$ cat config.mk
export PLATFORM = sky130hd
export DESIGN_NAME = dvp_capture_writer
export DESIGN_NICKNAME = d
export VERILOG_FILES = /design/src/rtl/dvp_capture_writer.sv
export SDC_FILE = /design/constraint.sdc
export NUM_CORES = 1
export LEC_CHECK = 0
export CORE_ASPECT_RATIO = 1.75
export CORE_MARGIN = 3
export CORE_UTILIZATION = 50
export DETAILED_ROUTE_END_ITERATION = 12
export HOLD_SLACK_MARGIN = 0.05
export PLACE_DENSITY = 0.72
export SLEW_MARGIN = 25
export SYNTH_ARGS = -nofsm -noshare
export SYNTH_HDL_FRONTEND = slang
export SYNTH_SLANG_ARGS = --single-unit
$ cat constraint.sdc
create_clock -name clock -period 2.85 [get_ports clock]
set_input_delay 0.855 -clock clock [delete_from_list [all_inputs] [get_ports clock]]
set_output_delay 0.855 -clock clock [all_outputs]
set_load 0.02 [all_outputs]
$ cat src/rtl/dvp_capture_writer.sv
// ============================================================================
// dvp_capture_writer
// ----------------------------------------------------------------------------
// Camera-side writer for the asynchronous pixel FIFO that the HDMI output
// path drains. Samples the OV5640 DVP bus in the pixel-clock domain, packs
// byte pairs into RGB565 words and writes exactly H_ACTIVE x V_ACTIVE words
// per captured frame into the FIFO. The first SKIP_FRAMES complete frames
// after reset are discarded while the camera settles. Words that arrive
// while the FIFO is full are dropped and flagged. Lines or frames with the
// wrong length are flagged.
//
// Parameters:
//   H_ACTIVE           pixel words written per line
//   V_ACTIVE           lines written per frame
//   SKIP_FRAMES        complete frames discarded after reset
//   VSYNC_ACTIVE_HIGH  1: cam_vsync high means vertical blanking
//                      0: cam_vsync low means vertical blanking
//
// Ports:
//   clock          camera pixel clock (PCLK); all registers use its rising edge
//   reset          asynchronous, active-high
//   cam_vsync      camera vertical sync
//   cam_href       camera line-valid
//   cam_data[7:0]  camera byte; first byte = RGB565[15:8], second = [7:0]
//   full_fifo      FIFO full flag (write side)
//   fifo_data_out  RGB565 word to the FIFO; holds its value between writes
//   fifo_write_en  single-cycle write strobe, one per word
//   frame_start    1-cycle pulse when a captured frame begins
//   frame_done     1-cycle pulse when a captured frame ends
//   overflow       sticky: at least one word dropped because the FIFO was full
//   frame_error    sticky: a line or frame length mismatch occurred
// ============================================================================
module dvp_capture_writer #(
    parameter int H_ACTIVE          = 640,
    parameter int V_ACTIVE          = 480,
    parameter int SKIP_FRAMES       = 2,
    parameter bit VSYNC_ACTIVE_HIGH = 1'b1
) (
    input  logic        clock,
    input  logic        reset,
    input  logic        cam_vsync,
    input  logic        cam_href,
    input  logic [7:0]  cam_data,
    input  logic        full_fifo,
    output logic [15:0] fifo_data_out,
    output logic        fifo_write_en,
    output logic        frame_start,
    output logic        frame_done,
    output logic        overflow,
    output logic        frame_error
);

    // ------------------------------------------------------------------------
    // Counter widths. x saturates at H_ACTIVE+1 and y at V_ACTIVE+1, so both
    // counters need room for one value beyond the active size.
    // ------------------------------------------------------------------------
    localparam int XW = $clog2(H_ACTIVE + 2);
    localparam int YW = $clog2(V_ACTIVE + 2);
    localparam int SW = (SKIP_FRAMES > 0) ? $clog2(SKIP_FRAMES + 1) : 1;

    localparam logic [XW-1:0] X_LAST = XW'(H_ACTIVE);
    localparam logic [XW-1:0] X_SAT  = XW'(H_ACTIVE + 1);
    localparam logic [XW-1:0] X_ONE  = XW'(1);
    localparam logic [YW-1:0] Y_LAST = YW'(V_ACTIVE);
    localparam logic [YW-1:0] Y_SAT  = YW'(V_ACTIVE + 1);
    localparam logic [YW-1:0] Y_ONE  = YW'(1);
    localparam logic [SW-1:0] SKIP_INIT = SW'(SKIP_FRAMES);
    localparam logic [SW-1:0] SKIP_ONE  = SW'(1);

    typedef enum logic [1:0] {
        ST_SKIP,
        ST_IDLE,
        ST_CAPTURE
    } state_t;

    state_t state;

    // Input stage and edge-detect history
    logic        s1_vsync;
    logic        s1_href;
    logic [7:0]  s1_data;
    logic        s2_vsync;
    logic        s2_href;
    logic [1:0]  sync_fill;

    // Capture bookkeeping
    logic [SW-1:0] skip_cnt;
    logic          phase;
    logic [7:0]    hi_byte;
    logic [XW-1:0] x_cnt;
    logic [YW-1:0] y_cnt;

    // Decoded events
    logic vs_blank;
    logic prev_blank;
    logic frame_begin;
    logic frame_end;
    logic href_fall;
    logic in_window;

    // ------------------------------------------------------------------------
    // Blanking level in a polarity-independent form. A falling edge of
    // vs_blank opens a frame and a rising edge closes it. Edges are only
    // trusted once both history stages hold real samples; otherwise the
    // zero reset value of the sync registers would look like a vsync
    // transition on the first cycles after reset and eat a skip frame.
    // ------------------------------------------------------------------------
    assign vs_blank    = s1_vsync ^ ~VSYNC_ACTIVE_HIGH;
    assign prev_blank  = s2_vsync ^ ~VSYNC_ACTIVE_HIGH;
    assign frame_begin = sync_fill[1] & prev_blank & ~vs_blank;
    assign frame_end   = sync_fill[1] & ~prev_blank & vs_blank;
    assign href_fall   = sync_fill[1] & s2_href & ~s1_href;
    assign in_window   = (x_cnt < X_LAST) && (y_cnt < Y_LAST);

    // ------------------------------------------------------------------------
    // Input stage: the DVP bus is registered once and every decision below
    // looks only at the registered copy. A second stage of vsync/href keeps
    // the previous sample for edge detection. sync_fill shifts in ones after
    // reset to mark when the history stages hold genuine samples.
    // ------------------------------------------------------------------------
    always_ff @(posedge clock or posedge reset) begin
        if (reset) begin
            s1_vsync  <= 1'b0;
            s1_href   <= 1'b0;
            s1_data   <= 8'h00;
            s2_vsync  <= 1'b0;
            s2_href   <= 1'b0;
            sync_fill <= 2'b00;
        end else begin
            s1_vsync  <= cam_vsync;
            s1_href   <= cam_href;
            s1_data   <= cam_data;
            s2_vsync  <= s1_vsync;
            s2_href   <= s1_href;
            sync_fill <= {sync_fill[0], 1'b1};
        end
    end

    // ------------------------------------------------------------------------
    // Capture state machine with registered outputs.
    //
    // SKIP counts down frame ends until the camera has settled. IDLE waits
    // for the start of the next frame. CAPTURE pairs bytes into words and
    // tracks the pixel (x) and line (y) position so only the active window
    // reaches the FIFO; anything outside it is counted but never written.
    //
    // The write strobe, the word and the frame pulses are registered, so a
    // word whose second byte is on the pins at cycle t is written at t+2.
    // The byte-pair logic still runs on the cycle of a frame end so a write
    // pending at that moment is not lost.
    // ------------------------------------------------------------------------
    always_ff @(posedge clock or posedge reset) begin
        if (reset) begin
            state         <= ST_SKIP;
            skip_cnt      <= SKIP_INIT;
            phase         <= 1'b0;
            hi_byte       <= 8'h00;
            x_cnt         <= '0;
            y_cnt         <= '0;
            fifo_data_out <= 16'h0000;
            fifo_write_en <= 1'b0;
            frame_start   <= 1'b0;
            frame_done    <= 1'b0;
            overflow      <= 1'b0;
            frame_error   <= 1'b0;
        end else begin
            fifo_write_en <= 1'b0;
            frame_start   <= 1'b0;
            frame_done    <= 1'b0;

            case (state)
                ST_SKIP: begin
                    phase <= 1'b0;
                    if (skip_cnt == '0) begin
                        state <= ST_IDLE;
                    end else if (frame_end) begin
                        skip_cnt <= skip_cnt - SKIP_ONE;
                        if (skip_cnt == SKIP_ONE) begin
                            state <= ST_IDLE;
                        end
                    end
                end

                ST_IDLE: begin
                    phase <= 1'b0;
                    if (frame_begin) begin
                        state       <= ST_CAPTURE;
                        x_cnt       <= '0;
                        y_cnt       <= '0;
                        frame_start <= 1'b1;
                    end
                end

                ST_CAPTURE: begin
                    if (s1_href) begin
                        phase <= ~phase;
                        if (!phase) begin
                            hi_byte <= s1_data;
                        end else begin
                            if (in_window) begin
                                if (!full_fifo) begin
                                    fifo_write_en <= 1'b1;
                                    fifo_data_out <= {hi_byte, s1_data};
                                end else begin
                                    overflow <= 1'b1;
                                end
                            end
                            if (x_cnt != X_SAT) begin
                                x_cnt <= x_cnt + X_ONE;
                            end
                        end
                    end else begin
                        // Phase is forced back to the high byte between lines,
                        // which is also what discards a trailing odd byte.
                        phase <= 1'b0;
                        if (href_fall) begin
                            if (x_cnt != X_LAST) begin
                                frame_error <= 1'b1;
                            end
                            if (phase && (y_cnt < Y_LAST)) begin
                                frame_error <= 1'b1;
                            end
                            if (y_cnt != Y_SAT) begin
                                y_cnt <= y_cnt + Y_ONE;
                            end
                            x_cnt <= '0;
                        end
                    end

                    if (frame_end) begin
                        frame_done <= 1'b1;
                        state      <= ST_IDLE;
                        if (y_cnt != Y_LAST) begin
                            frame_error <= 1'b1;
                        end
                    end
                end

                default: begin
                    state <= ST_SKIP;
                end
            endcase
        end
    end

endmodule

==> metrics.csv, run 1 <==
stage,metric,value,unit
setup_path,worstSetupEndpointType,primary output,
timing,clock_skew,0.00705,ns
clocking,hold_buffers,0,
routing,final_antenna_net_count,0,
placed_design,gp_congestion,0.809,
routing,detailedRoute.firstIterationViolations,119,
placed_design,placement.setup.worst_slack,0.697,ns
timing,worst_pin_slew,0.801,ns
floorplanning,die_height,107,µm
synth,ys_top_cells_by_area,"dfrtp_1 (57%), mux2_2 (9.3%), ha_1 (3.4%)",
synth,synth_edf_count,0,
power_and_ir_drop,leakagePower,1.54,nW
floorplanning,initial_core_util,51.8,%
cells_and_area,antenna-diode-count,0,
flow_run,drv_cap,0,
timing,fin_tns_setup,0,ns
synth,post_synth_inst_count,246,
timing,max_clock_freq,0.462,GHz
clocking,worstSkewPairLatency,0.34,ns
routing,total_via_count_in_the_routed_design,2070,
setup_path,critPathArrivalTime,1.31,ns
timing,setup_ws,0.685,ns
floorplanning,placeableCoreArea,5630,µm²
clocking,cts_made_buffers,9,
setup_path,cell_by_cell_listing_of_the_critical_path,clkdlybuf4s50_1,
synth,post_synthesis_net_count,267,
cells_and_area,final_net_count,307,
setup_path,critPathMaxStageDelay,0.61,ns
power_and_ir_drop,pwr-share-comb,5.2,%
synth,dominantRegCellSynth,dfrtp_1,
setup_path,setup.worst_path.start_class,flip-flop,
power_and_ir_drop,sequentialPowerShare,48.6,%
timing,timing.final.hold_violations,0,
clocking,cts.clk_slew.worst_paths,0.07,ns
clocking,cts.root.buffer_cell,clkbuf_8,
floorplanning,placementRows,36,
synth,yosysMostFrequentCell,dfrtp_1,
synth,synthesis.area,2920,µm²
clocking,cts-resized-gates,0,
setup_path,critical_path_required,2.00,ns
floorplanning,top_level_ports,34,
power_and_ir_drop,power,2.11,mW
synth,netlist.top_cell.by_area,dfrtp_1,
synth,synth_common_cells,"dfrtp_1 (66), nand2_1 (26), mux2_2 (24)",
floorplanning,die_footprint,6830,µm²
timing,post-route-period-util,76.0,%
power_and_ir_drop,power.share.clock,46.2,%
grt,grt_antenna_before_repair,0,
timing,setup_violations,0,
timing,fin_crit,2.17,ns
grt,largest_net_degree_at_the_start_of_global_routing,68,
routing,route.detailed.drc,0,
grt,grt.overflow.total,0,
synth,async_reset_ff_share,100,%
floorplanning,die_x,63.8,µm
power_and_ir_drop,cell_internal_pwr,1.66,mW
clocking,clock_tree.buffer_depth,2,
clocking,htree_num_levels,3,
cells_and_area,syn_to_layout_area_delta,23.0,%
synth,synth.lib_cells_used.distinct,48,
power_and_ir_drop,p_sw,0.447,mW
grt,first_global_vias,2113,
power_and_ir_drop,power_density,587,nW/µm²
power_and_ir_drop,ir_drop_worst_case_vdd,0.337,mV
placed_design,hpwlAfterDp,3.89,mm
setup_path,timing.critical_path.max_delay_family,buffers and inverters,
cells_and_area,drive_gt1_share,17.5,%
clocking,tritoncts_clock_tree,done,
synth,yosys_warnings,0,
placed_design,place.port_buffers,33,
routing,drt-total-wl,5.69,mm
power_and_ir_drop,switching_share,21.2,%
timing,unrepaired_setup_endpoints_after_global_routing,false,
synth,syn-mean-instance-area,11.9,µm²
timing,slew-limit-headroom,46.6,%
routing,routedWlPerCell,15.5,µm
run_status,outcome,finished clean,
synth,synth_top_area_share,56.6,%
routing,detailedRoute.firstPassIterationCount,4,
setup_path,critPathBufInv,1,
min_path,holdCritPathClass,flip-flop to flip-flop,
grt,track_usage,18.6,%
synth,synth_seq_area_share,57.5,%
setup_path,crit_path_max_fanout,2,
grt,grt_first_pass_wirelength,9.87,mm
timing,maxSlewViolCount,0,
setup_path,path_class,flip-flop to primary output,
clocking,cts.repair_timing.setup_buffer_count,0,
setup_path,cp_slowest_cell,clkdlybuf4s50_1,
routing,detail_route.vias_per_cell,5.64,
synth,ys_ff_latch,67,
clocking,clock_sink_count,67,
state kept, by name (all words and copies together), names as in the netlist:
register / count
overflow: 1
y_cnt: 9
s1_href: 1
frame_done: 1
prev_blank: 1
sync_fill: 2
phase: 1
fifo_write_en: 1
frame_start: 1
x_cnt: 10
fifo_data_out: 16
frame_error: 1
hi_byte: 8
skip_cnt: 2
state: 2
s1_data: 8
s2_href: 1
s1_vsync: 1
layout make-up:
cell class | count | area (µm²)
Fill cell | 467 | 2040
Sequential cell | 67 | 1680
Multi-Input combinational cell | 160 | 1150
Timing Repair Buffer | 37 | 373
Clock buffer | 10 | 138
Clock inverter | 6 | 111
Tap cell | 76 | 95.1
Inverter | 11 | 41.3
metal layers:
| metal | share of wire [%] | vias up | global-route usage (%) |
|---|---|---|---|
| li1 | - | 971 | - |
| met1 | 40 | 1036 | 20.9 |
| met2 | 54 | 52 | 33.0 |
| met3 | 3.5 | 11 | 3.67 |
| met4 | 2.0 | 0 | 9.27 |
| met5 | 0 | - | 0 |
power groups by stage:
stage | clock (mW) | sequential (mW) | combinational, mW
floorplan | 0 | 1.04 | 0.0614
global placement | 0 | 1.04 | 0.107
detailed placement | 0 | 1.04 | 0.110
CTS | 0.990 | 1.02 | 0.112
global route | 1.03 | 1.03 | 0.121
finish | 0.974 | 1.02 | 0.109
cells in the final DEF, fill, tap and decap left out, types with 2 or more instances in the layout:
cell / count
nand2b_1: 2
mux2i_1: 3
dfrtp_1: 66
inv_1: 9
ha_1: 8
nor2_1: 7
and3_1: 3
nor3_1: 4
buf_4: 3
mux2_2: 24
and4_1: 2
clkbuf_8: 10
a21oi_1: 2
o31ai_1: 3
nor2b_1: 2
nand3b_1: 2
nand2_1: 26
bufinv_16: 3
nor4bb_1: 2
or4_1: 6
a221o_1: 2
o211ai_1: 6
o21ai_0: 9
nand4_1: 7
nand4b_1: 2
clkdlybuf4s50_1: 33
nand3_1: 9
a31oi_1: 6
xnor2_1: 4
nor4_1: 4
cells by family after synthesis:
logic type / after synthesis / share of synthesized area [%]
adders and majority gates: 8 / 3.43
muxes: 27 / 10.3
buffers and inverters: 19 / 2.96
xor gates and xnor gates: 4 / 1.20
and+or+nand+nor: 86 / 16.4
other: 1 / 0.128
DFF: 67 / 57.5
AOI/OAI and AO/OA: 34 / 8.10
path summary, 6_finish.rpt:
check	cells after the start	startpoint	end	slack [ns]
min in group asynchronous	3	reset	fifo_data_out[3]$_DFFE_PP0P_	0.89
max reg2reg	5	state[0]$_DFFE_PP0P_	fifo_data_out[15]$_DFFE_PP0P_	0.81
max	1	fifo_data_out[8]$_DFFE_PP0P_	fifo_data_out[8]	0.68
max in group asynchronous	3	reset	overflow$_DFFE_PP0P_	1.66
min	0	sync_fill[0]$_DFF_PP0_	sync_fill[1]$_DFF_PP0_	0.35
min reg2reg	0	sync_fill[0]$_DFF_PP0_	sync_fill[1]$_DFF_PP0_	0.35
through the flow:
stage          instances  util (%)  cell area (µm²)  hold WS (ns)
3_3_place_gp         351      59.4             3340         0.332
3_5_place_dp         351      59.4             3340         0.336
4_1_cts              367      63.8             3590         0.353
2_1_floorplan        246         -             2920         0.331
6_report             367      63.8             3590         0.351
5_1_grt              367      63.8             3590         0.360
Note: power is estimated with default switching activity, not from simulation.
==> inputs of run 2 (changes only) <==
--- a/config.mk
+++ b/config.mk
@@ -10,7 +10,7 @@
 export CORE_UTILIZATION = 50
 export DETAILED_ROUTE_END_ITERATION = 12
 export HOLD_SLACK_MARGIN = 0.05
-export PLACE_DENSITY = 0.72
+export PLACE_DENSITY = 0.75
 export SLEW_MARGIN = 25
 export SYNTH_ARGS = -nofsm -noshare
 export SYNTH_HDL_FRONTEND = slang
==> constraint.sdc (replaced) <==
create_clock -name clock -period 1.8 [get_ports clock]
set_input_delay 0.54 -clock clock [delete_from_list [all_inputs] [get_ports clock]]
set_output_delay 0.54 -clock clock [all_outputs]
set_load 0.02 [all_outputs]
==> run 2 against run 1 <==
Via count grew 5.5%. Combinational power grew 80%. Die area is the same. Largest power group unchanged. Critical path type is now flip-flop to flip-flop. Sequential share of layout area shrank 1.4 points. Critical path depth grew 4. Total power grew 39%. Sequential cell count is the same. Largest cell class unchanged. Hold slack gained 0.014 ns. Non-clock buffer count grew 19. Count of clock-buffer cells in the layout grew 2.
==> metrics.csv, run 2 (same netlist as run 1, synthesis figures left out) <==
stage,metric,value,unit,change
cells_and_area,largest-register,fifo_data_out,,
grt,grt_util_met1,19.9,%,-0.92 points
clocking,worstSkewPairLatency,0.34,ns,about the same
timing,timing.final.hold_violations,0,,unchanged
timing,worst_pin_slew,0.535,ns,-0.265 ns
grt,track_usage,19.7,%,+1.1 points
setup_path,setup.worst_path.start_class,flip-flop,,
setup_path,critical_path_required,2.00,ns,about the same
clocking,hold_buffers,0,,unchanged
clocking,tritoncts_clock_tree,done,,
cells_and_area,syn_to_layout_area_delta,26.8,%,
cells_and_area,design_area,3700,µm²,+3.1%
timing,fin_tns_setup,0,ns,unchanged
setup_path,critPathArrivalTime,1.92,ns,+0.61 ns
routing,detailedRoute.firstIterationViolations,92,,-23%
routing,route.detailed.drc,0,,unchanged
floorplanning,placementRows,36,,unchanged
grt,grt_first_pass_wirelength,10.1,mm,+2.7%
min_path,hold-path-cell-count,0,,unchanged
setup_path,worstSetupEndpointType,flip-flop,,
floorplanning,die_height,107,µm,unchanged
cells_and_area,biggestRegsByFlops,"fifo_data_out: 16 flops, x_cnt: 10 flops, y_cnt: 9 flops",,
clocking,clock_tree.buffer_depth,2,,unchanged
routing,drt-total-wl,6.12,mm,+7.5%
timing,slew-limit-headroom,64.3,%,+18 points
routing,routedWlPerCell,15.8,µm,+1.9%
floorplanning,top_level_ports,34,,unchanged
cells_and_area,final-seq-area,1680,µm²,unchanged
placed_design,gp_congestion,0.881,,+8.8%
grt,first_global_vias,2205,,+4.4%
placed_design,placedCellCount,368,,+4.8%
floorplanning,die_x,63.8,µm,unchanged
timing,fin_worst_hold_slack,0.365,ns,+0.0142 ns
power_and_ir_drop,power_density,792,nW/µm²,+35%
timing,unrepaired_setup_endpoints_after_global_routing,false,,
clocking,htree_num_levels,3,,unchanged
flow_run,drv_cap,0,,unchanged
placed_design,hpwlAfterDp,4.37,mm,+12%
cells_and_area,utilization,65.8,%,+2.0 points
floorplanning,die_footprint,6830,µm²,unchanged
grt,grt_use_met2,35.4,%,+2.4 points
timing,maxSlewViolCount,0,,unchanged
placed_design,placement.setup.worst_slack,-0.128,ns,-0.825 ns
floorplanning,placeableCoreArea,5630,µm²,unchanged
cells_and_area,final_cell_count_no_fill,387,,+5.4%
setup_path,crit_path_max_fanout,5,,+3
floorplanning,initial_core_util,51.8,%,unchanged
run_status,outcome,finished clean,,
timing,max_clock_freq,0.584,GHz,
timing,post-route-period-util,95.1,%,
timing,setup_violations,0,,unchanged
cells_and_area,most_used_cells_in_the_layout_excluding_fill_and_tap_cells,"dfrtp_1 (66), nand2_1 (26), mux2_2 (24)",,
power_and_ir_drop,ir_drop_worst_case_vdd,0.534,mV,+58%
clocking,cts_made_buffers,9,,unchanged
setup_path,path_class,flip-flop to flip-flop,,
placed_design,place.port_buffers,33,,unchanged
clocking,clock_sink_count,67,,unchanged
routing,total_via_count_in_the_routed_design,2183,,+5.5%
cells_and_area,antenna-diode-count,0,,unchanged
routing,detailedRoute.firstPassIterationCount,4,,unchanged
power_and_ir_drop,power,2.93,mW,+39%
grt,grt_util_met3,4.93,%,+1.3 points
cells_and_area,number_of_flip_flops_in_the_largest_register,16,,unchanged
cells_and_area,final_net_count,327,,+6.5%
grt,most_used_layer_global_route,met2,,
timing,clock_skew,0.00368,ns,-0.00337 ns
routing,final_antenna_net_count,0,,unchanged
routing,detail_route.vias_per_cell,5.64,,about the same
grt,grt_antenna_before_repair,0,,unchanged
timing,setup_ws,0.0878,ns,-0.597 ns
grt,grt.overflow.total,0,,unchanged
placed_design,placed_cell_area,3500,µm²,+4.7%
clocking,cts.root.buffer_cell,clkbuf_8,,
clocking,cts.clk_slew.worst_paths,0.07,ns,about the same
cells_and_area,layout_commonest_cell,dfrtp_1,,
cells_and_area,drive_gt1_share,23.2,%,+5.6 points
cells_and_area,fillerInstances,436,,-6.6%
power_and_ir_drop,leakagePower,1.70,nW,+11%
setup_path,reg2reg_depth,5,,unchanged
cells_and_area,multiInputGateArea,1190,µm²,+3.0%
grt,largest_net_degree_at_the_start_of_global_routing,36,,-47%
min_path,holdCritPathClass,flip-flop to flip-flop,,
timing,fin_crit,1.71,ns,
## run 2: path summary, 6_finish.rpt
check | start | endpoint | slack (ns)
setup reg to reg | x_cnt[1]$_DFFE_PP0P_ | x_cnt[3]$_DFFE_PP0P_ | 0.09
min in group asynchronous | reset | fifo_data_out[1]$_DFFE_PP0P_ | 0.50
hold reg to reg | sync_fill[0]$_DFF_PP0_ | sync_fill[1]$_DFF_PP0_ | 0.36
hold / removal | sync_fill[0]$_DFF_PP0_ | sync_fill[1]$_DFF_PP0_ | 0.36
max in group asynchronous | reset | skip_cnt[1]$_DFFE_PP1P_ | 0.83
setup / recovery | x_cnt[1]$_DFFE_PP0P_ | x_cnt[3]$_DFFE_PP0P_ | 0.09
## run 2: routing by layer
metal	part of all wire (%)	up-vias	routed length (µm)
met5	0	-	0
met4	3.8	0	233
met3	4.1	20	251
met2	53	70	3260
met1	39	1075	2370
li1	-	1018	-
## run 2: critical path: stages, from the launching register on
cell and delay [ns]:
dfrtp_1 0.41, inv_1 0.08, ha_1 0.20, and3_1 0.20
a221oi_2 0.50, o21ai_0 0.17
## run 2: cell type report
type | instances | area share, %
flip-flops and latches | 67 | 45.3
multi-input cells | 161 | 32.1
repair buffers | 56 | 13.9
clock buffers | 12 | 4.19
well taps | 76 | 2.57
inverters | 11 | 1.22
clock inverters | 4 | 0.676
## run 2: repair_timing
item,CTS,global route
pin swaps,0,1
cloned,0,1
gates resized for setup,24,1
setup buffers,0,2
setup endpoints to repair,32,3
## run 2: where the power goes
| group | switching, mW | internal [mW] | total [mW] |
|---|---|---|---|
| combinational | 0.0938 | 0.102 | 0.196 |
| clock | 0.550 | 0.570 | 1.12 |
| sequential | 0.0389 | 1.58 | 1.62 |
| total | 0.683 | 2.25 | 2.93 |
==> inputs of run 3 (changes only) <==
--- a/config.mk
+++ b/config.mk
@@ -5,6 +5,7 @@
 export SDC_FILE = /design/constraint.sdc
 export NUM_CORES = 1
 export LEC_CHECK = 0
+export ABC_AREA = 1
 export CORE_ASPECT_RATIO = 1.75
 export CORE_MARGIN = 3
 export CORE_UTILIZATION = 50
==> run 3 against run 2 <==
Via count up 8.9%. Core utilization is 1.8 points lower. Setup slack improved by 0.11 ns. Sequential share of layout area decreased by 1.7 points. Clock skew rose by 0.0017 ns. Fmax rose by 6.6%. Critical path type is now flip-flop to primary output. Critical endpoint is now fifo_data_out[4]. Highest routed layer unchanged.
==> metrics.csv, run 3 <==
stage,metric,value,unit,change
placed_design,placed_cell_area,3590,µm²,+2.5%
timing,setup_ws,0.193,ns,+0.106 ns
timing,fin_crit,1.61,ns,-0.106 ns
cells_and_area,syn_to_layout_area_delta,20.9,%,
setup_path,critPathMaxStageDelay,0.39,ns,-0.11 ns
clocking,cts.repair_timing.setup_buffer_count,0,,unchanged
cells_and_area,utilization,64.0,%,-1.8 points
power_and_ir_drop,ir_drop_worst_case_vdd,0.814,mV,+52%
min_path,holdCritPathClass,flip-flop to flip-flop,,
cells_and_area,biggestRegsByFlops,"fifo_data_out: 16 flops, x_cnt: 10 flops, y_cnt: 9 flops",,
synth,netlist.top_cell.by_area,dfrtp_1,,
flow_run,drv_cap,0,,unchanged
clocking,worstSkewPairLatency,0.35,ns,about the same
grt,track_usage,19.4,%,-0.28 points
grt,grt_antenna_before_repair,0,,unchanged
setup_path,launch_point_of_the_worst_path,fifo_data_out[4]$_DFFE_PP0P_,,
setup_path,critical_path_required,1.26,ns,-0.74 ns
clocking,hold_buffers,0,,unchanged
cells_and_area,drive_gt1_share,16.5,%,-6.7 points
routing,final_antenna_net_count,0,,unchanged
floorplanning,top_level_ports,34,,unchanged
floorplanning,die_height,112,µm,+4.2%
synth,adder_cell_area_share_of_the_yosys_netlist,3.14,%,-0.28 points
cells_and_area,final_cell_count_no_fill,473,,+22%
cells_and_area,layout_commonest_cell,nand2_1,,
routing,route.detailed.drc,0,,unchanged
setup_path,timing.critical_path.max_delay_family,flip-flops,,
clocking,htree_num_levels,3,,unchanged
synth,async_reset_ff_share,100,%,unchanged
placed_design,place.port_buffers,33,,unchanged
placed_design,placedCellCount,457,,+24%
timing,timing.final.hold_violations,0,,unchanged
placed_design,placement.setup.worst_slack,0.0547,ns,+0.182 ns
setup_path,worstSetupEndpointType,primary output,,
clocking,cts.clk_slew.worst_paths,0.07,ns,about the same
synth,ys_ff_latch,67,,unchanged
setup_path,cp_slowest_cell,dfrtp_1,,
timing,clock_skew,0.00533,ns,+0.00165 ns
clocking,cts_made_buffers,9,,unchanged
synth,synth_compound_gate_area_share,8.96,%,+0.86 points
power_and_ir_drop,power_density,1050,nW/µm²,+33%
synth,post_synthesis_net_count,369,,+38%
timing,maxSlewViolCount,0,,unchanged
synth,synthSimpleGateAreaFrac,25.1,%,+8.7 points
cells_and_area,largest-register,fifo_data_out,,
timing,fin_worst_hold_slack,0.351,ns,-0.0141 ns
synth,syn-mean-instance-area,9.15,µm²,-23%
grt,largest_net_degree_at_the_start_of_global_routing,55,,+53%
synth,largest_family_of_logic_cells_by_synthesized_area,simple AND/OR/NAND/NOR gates,,
routing,routedWlPerCell,13.2,µm,-16%
timing,unrepaired_setup_endpoints_after_global_routing,false,,
synth,synth_seq_area_share,52.7,%,-4.8 points
clocking,clock_sink_count,67,,unchanged
floorplanning,placeableCoreArea,6020,µm²,+6.9%
floorplanning,die_x,66.3,µm,+4.0%
synth,ys_top_cells_by_area,"dfrtp_1 (52%), nand2_1 (11%), inv_1 (4.2%)",,
setup_path,crit_path_max_fanout,2,,-3
clocking,clock_tree.buffer_depth,2,,unchanged
routing,detailedRoute.firstPassIterationCount,4,,unchanged
synth,synthesis.area,3180,µm²,+9.0%
clocking,tritoncts_clock_tree,done,,
power_and_ir_drop,leakagePower,1.94,nW,+14%
synth,synth.lib_cells_used.distinct,35,,-27%
routing,total_via_count_in_the_routed_design,2378,,+8.9%
floorplanning,placementRows,37,,+2.8%
floorplanning,die_footprint,7400,µm²,+8.4%
routing,detailedRoute.firstIterationViolations,123,,+34%
run_status,outcome,finished clean,,
synth,yosysMostFrequentCell,nand2_1,,
setup_path,path_class,flip-flop to primary output,,
synth,synth_edf_count,0,,unchanged
placed_design,hpwlAfterDp,4.53,mm,+3.7%
timing,max_clock_freq,0.622,GHz,+6.6%
timing,post-route-period-util,89.3,%,-5.9 points
synth,yosys_warnings,0,,unchanged
timing,setup_violations,0,,unchanged
synth,post_synth_inst_count,348,,+41%
routing,drt-total-wl,6.26,mm,+2.2%
setup_path,setup.worst_path.start_class,flip-flop,,
cells_and_area,design_area,3850,µm²,+4.0%
setup_path,critPathArrivalTime,1.07,ns,-0.85 ns
synth,synth_top_area_share,51.9,%,-4.7 points
power_and_ir_drop,power,4.06,mW,+38%
synth,fraction_of_synthesized_area_in_multiplexers,0,%,-10 points
synth,synth_common_cells,"nand2_1 (94), dfrtp_1 (66), inv_1 (36)",,
placed_design,gp_congestion,0.893,,+1.5%
grt,grt.overflow.total,0,,unchanged
cells_and_area,most_used_cells_in_the_layout_excluding_fill_and_tap_cells,"nand2_1 (94), dfrtp_1 (66), inv_1 (35)",,
clocking,cts.root.buffer_cell,clkbuf_8,,
clocking,cts-resized-gates,21,,-13%
cells_and_area,final_net_count,411,,+26%
min_path,min-delay-start,sync_fill[0]$_DFF_PP0_,,
floorplanning,initial_core_util,52.9,%,+1.0 points
synth,dominantRegCellSynth,dfrtp_1,,
grt,first_global_vias,2494,,+13%
setup_path,reg2reg_from,x_cnt[0]$_DFFE_PP0P_,,
cells_and_area,antenna-diode-count,0,,unchanged
setup_path,critPathBufInv,1,,unchanged
setup_path,cell_by_cell_listing_of_the_critical_path,dlygate4sd2_1,,
routing,detail_route.vias_per_cell,5.03,,-11%
timing,fin_tns_setup,0,ns,unchanged
cells_and_area,number_of_flip_flops_in_the_largest_register,16,,unchanged
grt,grt_first_pass_wirelength,11.1,mm,+9.9%
synth,synth_xor_xnor_area_share,1.93,%,+0.73 points
[run 3: worst paths after layout]
| kind | to | slack, ns | cells after the start |
|---|---|---|---|
| worst min register to register | sync_fill[1]$_DFF_PP0_ | 0.35 | 0 |
| min in group asynchronous | x_cnt[1]$_DFFE_PP0P_ | 0.59 | 3 |
| worst max-delay path | fifo_data_out[4] | 0.19 | 1 |
| worst max register to register | x_cnt[8]$_DFFE_PP0P_ | 0.26 | 8 |
| worst min-delay path | sync_fill[1]$_DFF_PP0_ | 0.35 | 0 |
| max in group asynchronous | skip_cnt[1]$_DFFE_PP1P_ | 0.88 | 3 |
[run 3: cell families (layout without fill, tap and decap cells)]
kind of cell	count (synthesis)	in the layout
AOI/OAI and AO/OA	43	43
and+or+nand+nor	170	170
other	1	1
DFF	67	67
xor gates and xnor gates	7	7
adders and majority gates	8	8
buffers and inverters	52	99
[run 3: layout make-up]
class / count / area (µm²)
Fill cell: 518 / 2170
Clock buffer: 9 / 124
Inverter: 43 / 168
Sequential cell: 67 / 1680
Multi-Input combinational cell: 229 / 1250
Timing Repair Buffer: 40 / 369
Tap cell: 78 / 97.6
Clock inverter: 7 / 164
[run 3: power breakdown]
group / total (mW) / internal (mW) / leakage [nW] / switching, mW
clock: 1.78 / 1.20 / 0.143 / 0.577
sequential: 1.71 / 1.63 / 0.887 / 0.0849
combinational: 0.570 / 0.186 / 0.907 / 0.384
total: 4.06 / 3.01 / 1.94 / 1.05
[run 3: metal layers]
layer	share of wire (%)	track usage [%]	vias to the layer above
li1	-	-	1182
met1	39	21.0	1143
met2	56	34.2	41
met3	3.5	5.15	12
met4	1.8	8.68	0
met5	0	0	-
